## config.mk

```make
export PLATFORM = sky130hd
export DESIGN_NAME = leaf_port_demux
export DESIGN_NICKNAME = d
export VERILOG_FILES = /design/src/rtl/leaf_port_demux_pkg.sv /design/src/rtl/leaf_port_fifo.sv /design/src/rtl/leaf_port_demux.sv
export SDC_FILE = /design/constraint.sdc
export NUM_CORES = 1
export LEC_CHECK = 0
export CAP_MARGIN = 20
export CORE_MARGIN = 2
export CORE_UTILIZATION = 40
export CTS_CLUSTER_DIAMETER = 60
export DETAILED_ROUTE_END_ITERATION = 10
export DONT_BUFFER_PORTS = 1
export PLACE_DENSITY_LB_ADDON = 0.15
export SYNTH_ARGS = -nofsm -noshare
export SYNTH_HDL_FRONTEND = slang
export SYNTH_SLANG_ARGS = --single-unit
```

## constraint.sdc

```tcl
create_clock -name clk -period 7.01 [get_ports clk]
set_clock_uncertainty 0.1 [all_clocks]
set_input_delay 0 -clock clk [delete_from_list [all_inputs] [get_ports clk]]
set_output_delay 0 -clock clk [all_outputs]
set_load 0.03 [all_outputs]
```

## src/rtl/leaf_port_demux_pkg.sv

```systemverilog
`default_nettype none
// ---------------------------------------------------------------------------
// leaf_port_demux_pkg : BFT packet field layout and field extraction helper
// Revision 1.0
// ---------------------------------------------------------------------------
package leaf_port_demux_pkg;

    localparam int PKT_PAYLOAD_W   = 32;
    localparam int PKT_ADDR_W      = 7;
    localparam int PKT_PORT_W      = 4;
    localparam int PKT_LEAF_W      = 5;

    localparam int PKT_PAYLOAD_LSB = 0;
    localparam int PKT_ADDR_LSB    = PKT_PAYLOAD_LSB + PKT_PAYLOAD_W;
    localparam int PKT_PORT_LSB    = PKT_ADDR_LSB + PKT_ADDR_W;
    localparam int PKT_LEAF_LSB    = PKT_PORT_LSB + PKT_PORT_W;
    localparam int PKT_VALID_BIT   = PKT_LEAF_LSB + PKT_LEAF_W;
    localparam int PKT_W           = PKT_VALID_BIT + 1;

    typedef struct packed {
        logic                     valid;
        logic [PKT_LEAF_W-1:0]    leaf;
        logic [PKT_PORT_W-1:0]    port;
        logic [PKT_ADDR_W-1:0]    addr;
        logic [PKT_PAYLOAD_W-1:0] payload;
    } pkt_fields_t;

    function automatic pkt_fields_t extract_fields(input logic [PKT_W-1:0] pkt);
        pkt_fields_t f;
        f.valid   = pkt[PKT_VALID_BIT];
        f.leaf    = pkt[PKT_LEAF_LSB    +: PKT_LEAF_W];
        f.port    = pkt[PKT_PORT_LSB    +: PKT_PORT_W];
        f.addr    = pkt[PKT_ADDR_LSB    +: PKT_ADDR_W];
        f.payload = pkt[PKT_PAYLOAD_LSB +: PKT_PAYLOAD_W];
        return f;
    endfunction

endpackage
`default_nettype wire

```

## src/rtl/leaf_port_fifo.sv

```systemverilog
`default_nettype none
// ---------------------------------------------------------------------------
// leaf_port_fifo : first-word-fall-through FIFO with registered free space
// Revision 1.0
// ---------------------------------------------------------------------------
module leaf_port_fifo #(
    parameter  int WIDTH = 32,
    parameter  int DEPTH = 8,
    localparam int AW    = $clog2(DEPTH),
    localparam int CW    = AW + 1
) (
    input  logic             clk,
    input  logic             reset_n,
    input  logic             push,
    input  logic [WIDTH-1:0] din,
    input  logic             ack,
    output logic [WIDTH-1:0] dout,
    output logic             empty,
    output logic             full,
    output logic [CW-1:0]    freespace,
    output logic             overflow
);

    logic [WIDTH-1:0] mem_q [DEPTH];
    logic [AW:0]      wr_ptr_q, wr_ptr_d;
    logic [AW:0]      rd_ptr_q, rd_ptr_d;
    logic [CW-1:0]    freespace_q, freespace_d;
    logic [CW-1:0]    count_d;
    logic             overflow_q, overflow_d;
    logic             pop;
    logic             wr_en;

    // Extra pointer MSB distinguishes full from empty when the indices match.
    always_comb begin
        empty       = (wr_ptr_q == rd_ptr_q);
        full        = (wr_ptr_q[AW-1:0] == rd_ptr_q[AW-1:0]) && (wr_ptr_q[AW] != rd_ptr_q[AW]);
        pop         = ack && !empty;
        wr_en       = push && (!full || pop);
        wr_ptr_d    = wr_ptr_q + {{AW{1'b0}}, wr_en};
        rd_ptr_d    = rd_ptr_q + {{AW{1'b0}}, pop};
        count_d     = wr_ptr_d - rd_ptr_d;
        freespace_d = CW'(DEPTH) - count_d;
        overflow_d  = overflow_q || (push && full && !pop);
    end

    always_ff @(posedge clk or negedge reset_n) begin
        if (!reset_n) begin
            wr_ptr_q    <= '0;
            rd_ptr_q    <= '0;
            freespace_q <= CW'(DEPTH);
            overflow_q  <= 1'b0;
        end else begin
            wr_ptr_q    <= wr_ptr_d;
            rd_ptr_q    <= rd_ptr_d;
            freespace_q <= freespace_d;
            overflow_q  <= overflow_d;
        end
    end

    always_ff @(posedge clk) begin
        if (wr_en) begin
            mem_q[wr_ptr_q[AW-1:0]] <= din;
        end
    end

    assign dout      = empty ? '0 : mem_q[rd_ptr_q[AW-1:0]];
    assign freespace = freespace_q;
    assign overflow  = overflow_q;

endmodule
`default_nettype wire

```

## src/rtl/leaf_port_demux.sv

```systemverilog
`default_nettype none
// ---------------------------------------------------------------------------
// leaf_port_demux : routes BFT packets addressed to this leaf into per-port FIFOs
// Revision 1.0
// ---------------------------------------------------------------------------
module leaf_port_demux
    import leaf_port_demux_pkg::*;
#(
    parameter int PACKET_BITS   = 49,
    parameter int PAYLOAD_BITS  = 32,
    parameter int NUM_LEAF_BITS = 5,
    parameter int NUM_PORT_BITS = 4,
    parameter int NUM_ADDR_BITS = 7,
    parameter int NUM_OUT_PORTS = 4,
    parameter int FIFO_DEPTH    = 8,
    parameter int LEAF_ID       = 0
) (
    input  logic                                          clk,
    input  logic                                          reset_n,
    input  logic [PACKET_BITS-1:0]                        din_leaf_bft2interface,
    output logic [NUM_OUT_PORTS*PAYLOAD_BITS-1:0]         dout_leaf_interface2user,
    output logic [NUM_OUT_PORTS-1:0]                      vld_interface2user,
    input  logic [NUM_OUT_PORTS-1:0]                      ack_user2interface,
    output logic [NUM_OUT_PORTS*($clog2(FIFO_DEPTH)+1)-1:0] freespace,
    output logic [NUM_OUT_PORTS-1:0]                      overflow,
    output logic [15:0]                                   drop_cnt
);

    localparam int CW         = $clog2(FIFO_DEPTH) + 1;
    localparam int PORT_CMP_W = PKT_PORT_W + 1;
    // A parameter set that disagrees with the package layout never accepts packets.
    localparam bit LAYOUT_OK  = (PACKET_BITS == PKT_W) &&
                                (PACKET_BITS == 1 + NUM_LEAF_BITS + NUM_PORT_BITS + NUM_ADDR_BITS + PAYLOAD_BITS);

    pkt_fields_t fields;
    logic        hit;
    logic        in_range;
    logic        unused_addr;

    logic                    cap_push_q,    cap_push_d;
    logic                    cap_drop_q,    cap_drop_d;
    logic [PKT_PORT_W-1:0]   cap_port_q,    cap_port_d;
    logic [PAYLOAD_BITS-1:0] cap_payload_q, cap_payload_d;
    logic [15:0]             drop_cnt_q,    drop_cnt_d;

    logic [NUM_OUT_PORTS-1:0] push;
    logic [NUM_OUT_PORTS-1:0] empty;
    logic [NUM_OUT_PORTS-1:0] full;
    logic [NUM_OUT_PORTS-1:0] fifo_drop;
    logic                     any_drop;

    always_comb begin
        fields        = extract_fields(PKT_W'(din_leaf_bft2interface));
        hit           = LAYOUT_OK && fields.valid && (fields.leaf == PKT_LEAF_W'(LEAF_ID));
        in_range      = ({1'b0, fields.port} < PORT_CMP_W'(NUM_OUT_PORTS));
        cap_push_d    = hit && in_range;
        cap_drop_d    = hit && !in_range;
        cap_port_d    = fields.port;
        cap_payload_d = PAYLOAD_BITS'(fields.payload);
    end

    assign unused_addr = ^fields.addr;

    always_ff @(posedge clk or negedge reset_n) begin
        if (!reset_n) begin
            cap_push_q    <= 1'b0;
            cap_drop_q    <= 1'b0;
            cap_port_q    <= '0;
            cap_payload_q <= '0;
            drop_cnt_q    <= '0;
        end else begin
            cap_push_q    <= cap_push_d;
            cap_drop_q    <= cap_drop_d;
            cap_port_q    <= cap_port_d;
            cap_payload_q <= cap_payload_d;
            drop_cnt_q    <= drop_cnt_d;
        end
    end

    for (genvar k = 0; k < NUM_OUT_PORTS; k++) begin : g_port
        assign push[k]      = cap_push_q && (cap_port_q == PKT_PORT_W'(k));
        assign fifo_drop[k] = push[k] && full[k] && !(ack_user2interface[k] && !empty[k]);
        assign vld_interface2user[k] = !empty[k];

        leaf_port_fifo #(
            .WIDTH (PAYLOAD_BITS),
            .DEPTH (FIFO_DEPTH)
        ) u_fifo (
            .clk       (clk),
            .reset_n   (reset_n),
            .push      (push[k]),
            .din       (cap_payload_q),
            .ack       (ack_user2interface[k]),
            .dout      (dout_leaf_interface2user[k*PAYLOAD_BITS +: PAYLOAD_BITS]),
            .empty     (empty[k]),
            .full      (full[k]),
            .freespace (freespace[k*CW +: CW]),
            .overflow  (overflow[k])
        );
    end

    // Only one FIFO is pushed per cycle, so at most one drop event occurs.
    always_comb begin
        any_drop   = cap_drop_q || (|fifo_drop);
        drop_cnt_d = drop_cnt_q;
        if (any_drop && (drop_cnt_q != 16'hFFFF)) begin
            drop_cnt_d = drop_cnt_q + 16'd1;
        end
    end

    assign drop_cnt = drop_cnt_q;

endmodule
`default_nettype wire

```

Word-level counts from Yosys, hierarchy flattened
Memories as Yosys holds them, arrays and structs flattened.
Cells that the tools add are included.
{"block": "word_totals", "ff_bits": 106, "ram_bits": 1024, "in_bits": 55, "out_inout_bits": 168, "wordCells": 124, "mem_count": 4}
{"block": "op_classes", "addsub": 17, "n_lt_le_gt_ge": 1, "n_eq_ne": 16, "n_mux": 12, "reduce_logical": 53}
{"memory": "g_port[0].u_fifo.mem_q", "depth": 8, "width": 32, "rd": 1, "rd_ports_with_merged_regs": 0, "wr": 1, "line_no": "leaf_port_fifo.sv:24", "rtl": "logic [WIDTH-1:0] mem_q [DEPTH];"}
{"memory": "g_port[1].u_fifo.mem_q", "depth": 8, "width": 32, "rd": 1, "rd_ports_with_merged_regs": 0, "wr": 1, "line_no": "leaf_port_fifo.sv:24"}
{"memory": "g_port[2].u_fifo.mem_q", "depth": 8, "width": 32, "rd": 1, "rd_ports_with_merged_regs": 0, "wr": 1, "line_no": "leaf_port_fifo.sv:24"}
{"memory": "g_port[3].u_fifo.mem_q", "depth": 8, "width": 32, "rd": 1, "rd_ports_with_merged_regs": 0, "wr": 1, "line_no": "leaf_port_fifo.sv:24"}
{"cell": "two-way mux 32 bit", "count": 4}
{"cell": "adder 4 x 1 -> 4 bit", "count": 8}
{"cell": "logical AND 1 bit", "count": 28}
{"cell": "adder 16 x 1 -> 16 bit, second input constant", "count": 1}
{"cell": "equality test 4 bit", "count": 4}
{"cell": "!= test 16 bit, second input constant", "count": 1}
{"cell": "subtractor 4 bit", "count": 4}
{"cell": "subtractor 4 bit, first input constant", "count": 4}
{"cell": "zero test 1 bit", "count": 13}
{"cell": "equality test 3 bit", "count": 4}
{"cell": "logical OR 1 bit", "count": 9}
{"cell": "equality test 4 x 2 -> 1 bit, second input constant", "count": 2}
{"cell": "two-way mux 1 bit", "count": 8}
{"cell": "zero test 5 bit", "count": 1}
{"cell": "equality test 4 x 1 -> 1 bit, second input constant", "count": 1}
{"cell": "zero test 4 bit", "count": 1}
{"cell": "less-than comparator 4 x 3 -> 1 bit, second input constant", "count": 1}
{"cell": "!= test 1 bit", "count": 4}
{"cell": "OR reduction 4 bit", "count": 1}

Longest topological paths before layout
{"block": "depth", "depth_word": 8, "depth_mapped": 16, "ltp_nobuf": 14}

Hierarchy
Synthesis repeated with hierarchy kept, for this count alone.
{"block": "unflattened", "hier_cells": 2501, "area_unflattened_um2": 44375.1}
{"module": "leaf_port_fifo (g_port[0].u_fifo ...)", "instances": 3, "cells_each": 591, "area_each_um2": 10616.4}
{"module": "leaf_port_fifo (g_port[3].u_fifo)", "instances": 1, "cells_each": 591, "area_each_um2": 10615.2}
{"module": "leaf_port_demux", "instances": 1, "cells_each": 137, "area_each_um2": 1910.6}

Worst setup path after synthesis
No wires, ideal clock.
{"block": "synth_timing", "path_kind": "register to register", "startpoint": "reg g_port[3].u_fifo.rd_ptr_q[2]", "endpoint": "mem g_port[3].u_fifo.mem_q[0][0] (enable)", "t_arrival_ps": 3429, "required_time_ps": 6449, "setup_slack_ps": 3020, "path_stages_with_launch": 7, "path_buffers": 1, "synth_period_minus_slack_ps": 3990, "cell_sequence": "dfrtp_1 buf_2 xnor2_1 nand3_1 nor3_1 or3_1 nor3_1"}
{"block": "synth_between", "elab_chain_len": 7}
{"item": "start: declaration", "line_no": "leaf_port_fifo.sv:26", "rtl": "logic [AW:0] rd_ptr_q, rd_ptr_d;"}
{"item": "start signal: assignment", "line_no": "leaf_port_fifo.sv:54", "rtl": "rd_ptr_q <= rd_ptr_d;"}
{"item": "equality test 4 bit or equality test 3 bit (tied branches)", "line_no": "leaf_port_fifo.sv:35, leaf_port_fifo.sv:36"}
{"item": "zero test 1 bit or logical AND 1 bit (tied branches)", "line_no": "leaf_port_fifo.sv:37, leaf_port_fifo.sv:36"}
{"item": "logical AND 1 bit or zero test 1 bit (tied branches)", "line_no": "leaf_port_fifo.sv:37, leaf_port_fifo.sv:38"}
{"item": "logical OR 1 bit *", "line_no": "leaf_port_fifo.sv:38", "rtl": "wr_en = push && (!full || pop);"}
{"item": "logical AND 1 bit *", "line_no": "leaf_port_fifo.sv:38"}
{"item": "two-way mux 1 bit *", "line_no": "leaf_port_fifo.sv:61", "rtl": "if (wr_en) begin"}
{"item": "two-way mux 1 bit (implied by the code) *", "line_no": "leaf_port_fifo.sv:62", "rtl": "mem_q[wr_ptr_q[AW-1:0]] <= din;"}
{"item": "end: declaration", "line_no": "leaf_port_fifo.sv:24"}
Mark *: on every way between the ends. The rest lies on a longest branch, timed or not.

Worst setup path in the final report
{"block": "layout_timing", "startpoint": "reg g_port[1].u_fifo.rd_ptr_q[1]", "endpoint": "reg g_port[1].u_fifo.freespace_q[3]"}
{"item": "start: declaration", "line_no": "leaf_port_fifo.sv:26"}
{"item": "start signal: assignment", "line_no": "leaf_port_fifo.sv:54"}
{"item": "equality test 4 bit", "line_no": "leaf_port_fifo.sv:35", "rtl": "empty = (wr_ptr_q == rd_ptr_q);"}
{"item": "zero test 1 bit", "line_no": "leaf_port_fifo.sv:37", "rtl": "pop = ack && !empty;"}
{"item": "logical AND 1 bit", "line_no": "leaf_port_fifo.sv:37"}
{"item": "adder 4 x 1 -> 4 bit *", "line_no": "leaf_port_fifo.sv:40", "rtl": "rd_ptr_d = rd_ptr_q + {{AW{1'b0}}, pop};"}
{"item": "via g_port[1].u_fifo.rd_ptr_d[1]", "line_no": "leaf_port_fifo.sv:26"}
{"item": "subtractor 4 bit *", "line_no": "leaf_port_fifo.sv:41", "rtl": "count_d = wr_ptr_d - rd_ptr_d;"}
{"item": "subtractor 4 bit *", "line_no": "leaf_port_fifo.sv:42", "rtl": "freespace_d = CW'(DEPTH) - count_d;"}
{"item": "via g_port[1].u_fifo.freespace_d[3]", "line_no": "leaf_port_fifo.sv:27", "rtl": "logic [CW-1:0] freespace_q, freespace_d;"}
{"item": "end signal: assignment", "line_no": "leaf_port_fifo.sv:50", "rtl": "freespace_q <= CW'(DEPTH);"}
{"item": "end signal: assignment", "line_no": "leaf_port_fifo.sv:55", "rtl": "freespace_q <= freespace_d;"}
{"item": "end: declaration", "line_no": "leaf_port_fifo.sv:27"}
The timed path passes the listed nets; every way through them passes the cells marked *.
A chain may end at the register's enable or synchronous reset.

==> impl_metrics.tcl <==
set metrics [dict create \
    outcome "finished, final reports clean" \
    antenna_left 0 \
    synth_top_area_cell "edfxtp_1" \
    yosysWarnings 0 \
    seqCellArea_um2 33430 \
    setup_viol 0 \
    path_clk_slew_ns 0.06 \
    endpoint_kind "register" \
    grt_pass1_vias 21040 \
    fillers 8878 \
    crit_start "g_port[1].u_fifo.rd_ptr_q[1]$_DFF_PN0_" \
    maxSlewHeadroom_pct 28.61 \
    clk_latency_ns 0.69 \
    critPathLaunchType "register" \
    avgSynthCellArea_um2 21.44 \
    synth.distinct_cells 42 \
    hold_violations 0 \
    reg2reg_slack_ns 2.78 \
    synth_area_um2 43390 \
    crit_chain "xnor2_1 -> nand3_1 -> and2b_2 -> nor2b_1 -> ha_1 -> ha_1 -> ha_1 -> ha_1 -> inv_1 -> fa_1 -> xnor2_1 -> xnor2_1 -> xnor2_1" \
    internal-power_mw 13.05 \
    synthArstFlopShare_pct 9.381 \
    ir_drop_mv 0.2740 \
    drtPass1Iterations 6 \
    syn_nets 2116 \
    grt.overflow.total 0 \
    nets 2303 \
    first_iter_violations 1317 \
    seqPwrFrac_pct 40.5 \
    hold_class "in -> reg" \
    crit_buf_inv 1 \
    routedWlPerCell_um 25.74 \
    fp.coreArea_um2 107400 \
    syn_inst 2024 \
    worst-path-max-fanout 34 \
    wl_um 95790 \
    cp_slowest_cell "dfrtp_2" \
    worst_hold_slack_ns 0.05672 \
    num_rows 120 \
    cpLargestDelayFamily "adder cells" \
    antenna_found_initial 0 \
    slew_viol_final 0 \
    synth_top_area_share_pct 70.88 \
    numCtsBuffers 118 \
    clock-sinks 1130 \
    cts_max_level 3 \
    multi_input_area_um2 9604 \
    tritoncts "built" \
    worst-path-stages 13 \
    synth-edff-count 1024 \
    vias_per_cell 5.285 \
    die_area_um2 111100 \
    synth_area_leaders "edfxtp_1 71%, mux4_2 13%, dfrtp_1 5.9%, mux2i_1 3.0%, nor2_1 1.4%" \
    drv_cap 0 \
    ys_seq_area_share_pct 77.00 \
    tns_ns 0 \
    rsz0062_at_grt "false" \
    endpoint "g_port[1].u_fifo.freespace[3]$_DFF_PN1_" \
    area_growth_pct 16.64 \
    ff2ff_path_depth 13 \
    min_period_ns 4.233 \
    powerDensity_nw_per_um2 390.6 \
    swShare_pct 33.96 \
    comb_power_share_pct 29.1 \
    critPathKind "reg -> reg" \
    synth_flop_cell "edfxtp_1" \
    regToRegStartpoint "g_port[1].u_fifo.rd_ptr_q[1]$_DFF_PN0_" \
    clockRootBuffer "clkbuf_16" \
    start_util_pct 40.41 \
    cts_max_path_buffers 3 \
    dp_hpwl_um 53800 \
    fin_crit_sh_pct 60.39 \
    drive_above_1_share_pct 24.63 \
    grtUsageTotal_pct 17.34 \
    die_h_um 333.3 \
    gp_congestion 0.7246 \
    io_buffer_count 0 \
    switchingPower_mw 6.713 \
    regToRegEndpoint "g_port[1].u_fifo.freespace[3]$_DFF_PN1_" \
    grt_pass1_wl_um 141900 \
    worstHoldStart "ack_user2interface[2]" \
    drc 0 \
    p_leak_nw 16.84 \
    vias 19670 \
    die_x_um 333.3 \
    worst_pin_slew_ns 1.071 \
    cp_data_required_time_ns 7.50 \
    fmaxAchievable_mhz 236.2 \
    cp_slowest_stage_delay_ns 0.92 \
    io-pin-count 223 \
    critPathArrivalTime_ns 4.73 \
    pwr-share-clk_pct 30.4 \
    ys_ff_latch 1130 \
    grt_max_degree 103 \
]
-- cells in the final DEF, fill, tap and decap left out, types with 5 or more instances in the layout --
| cell | n |
|---|---|
| clkinv_1 | 28 |
| dfrtp_2 | 8 |
| nand2b_1 | 12 |
| buf_8 | 16 |
| dfrtp_1 | 90 |
| clkbuf_16 | 120 |
| buf_16 | 17 |
| inv_6 | 6 |
| nor3_2 | 8 |
| nand3_1 | 20 |
| clkinv_2 | 25 |
| nor2_1 | 140 |
| ha_1 | 33 |
| xnor2_1 | 43 |
| nand2_1 | 24 |
| clkbuf_1 | 23 |
| xor2_1 | 7 |
| dlygate4sd3_1 | 84 |
| bufinv_16 | 8 |
| nor2b_1 | 6 |
| nor2_4 | 24 |
| inv_1 | 42 |
| nor3_1 | 11 |
| clkinvlp_4 | 5 |
| buf_4 | 47 |
| edfxtp_1 | 1024 |
| mux2i_1 | 128 |
| mux4_2 | 256 |
-- worst min-delay path by stage --
stage                                                    to  slack [ns]  depth (start not counted)
floorplan                              cap_drop_q$_DFF_PN0_       -0.40                          0
global placement    g_port[3].u_fifo.freespace[1]$_DFF_PN0_       -0.39                          0
detailed placement  g_port[3].u_fifo.freespace[2]$_DFF_PN0_       -0.39                          0
CTS                     g_port[2].u_fifo.overflow$_DFF_PN0_        0.01                          3
global route            g_port[2].u_fifo.overflow$_DFF_PN0_        0.04                          3
finish                  g_port[2].u_fifo.overflow$_DFF_PN0_        0.06                          3
-- layout make-up --
type / count / share of cell area, %
diodes: 4 / 0.01978
multi-input cells: 755 / 18.98
flip-flops and latches: 1130 / 66.07
clock buffers: 146 / 6.186
repair buffers: 164 / 3.758
inverters: 42 / 0.3115
clock inverters: 77 / 1.209
well taps: 1403 / 3.469
-- power groups by stage --
| stage | clock network, mW | logic, mW | registers, mW |
|---|---|---|---|
| floorplan | 0 | 4.76 | 7.83 |
| global placement | 0 | 5.71 | 8.23 |
| detailed placement | 0 | 5.74 | 8.24 |
| CTS | 6.18 | 5.80 | 8.10 |
| global route | 6.44 | 6.18 | 8.07 |
| finish | 6.02 | 5.75 | 8.00 |
-- flip-flops by register name, summed over array words and instances, names as in the netlist --
signal                   count
cap_drop_q                   1
cap_payload_q               32
cap_port_q                   4
cap_push_q                   1
drop_cnt                    16
g_port.u_fifo.freespace     16
g_port.u_fifo.mem_q       1024
g_port.u_fifo.overflow       4
g_port.u_fifo.rd_ptr_q      16
g_port.u_fifo.wr_ptr_q      16
-- synth_stat cells (all sizes together) (7+ instances only) --
master  count
xnor2      46
nor2      164
nand3      20
nand2b     12
dfrtp     102
ha         33
clkbuf     32
nor3       19
nor2b       8
edfxtp   1024
xor2        7
mux4      256
nand2      24
mux2i     128
buf        65
inv        42
-- metal layers --
metal  routed length, µm  track usage, %  vias to the layer above  share of wire, %
met2               49070           29.94                      410                51
met3                5213           3.872                      142               5.4
li1                    -               -                     8536                 -
met1               39270           22.04                    10580                41
met5                   0               0                        -                 0
met4                2243           4.785                        0               2.3
-- cells by family (layout without fill, tap and decap cells) --
| kind of cell | after synthesis | in the layout | synth area share [%] |
|---|---|---|---|
| AOI/OAI and AO/OA | 7 | 7 | 0.1096 |
| xor gates and xnor gates | 54 | 54 | 1.174 |
| adders and majority gates | 37 | 37 | 1.136 |
| buffers and inverters | 139 | 429 | 1.407 |
| DFF | 1130 | 1130 | 77.00 |
| muxes | 386 | 386 | 16.31 |
| other | 0 | 4 | 0 |
| and+or+nand+nor | 271 | 271 | 2.861 |
-- through the flow --
stage	area (µm²)	power, mW	util (%)	worst slack, ns	instances
2_1_floorplan	43390	12.59	-	3.020	2024
3_3_place_gp	45300	13.93	42.20	2.757	3377
3_5_place_dp	45300	13.98	42.20	2.694	3377
4_1_cts	49940	20.09	46.52	2.662	3686
5_1_grt	50590	20.69	47.13	2.459	3717
6_report	50600	19.77	47.14	2.777	3721
-- worst register-to-register path: cells and delay by family, from the launching register on --
kind / cells / cell delay [ns]
adder cells (fa/ha/maj): 5 / 1.38
AND/OR/NAND/NOR: 3 / 1.02
flip-flops: 1 / 0.92
XOR/XNOR: 4 / 0.67
buffers and inverters: 1 / 0.05
-- repair_timing --
action / CTS / global route
resized for setup: 0 / 0
hold buffers: 86 / 0
buffers inserted: 0 / 0
endpoints found under the hold margin: 208 / 0
No activity file was read; power rests on OpenSTA's default activity.
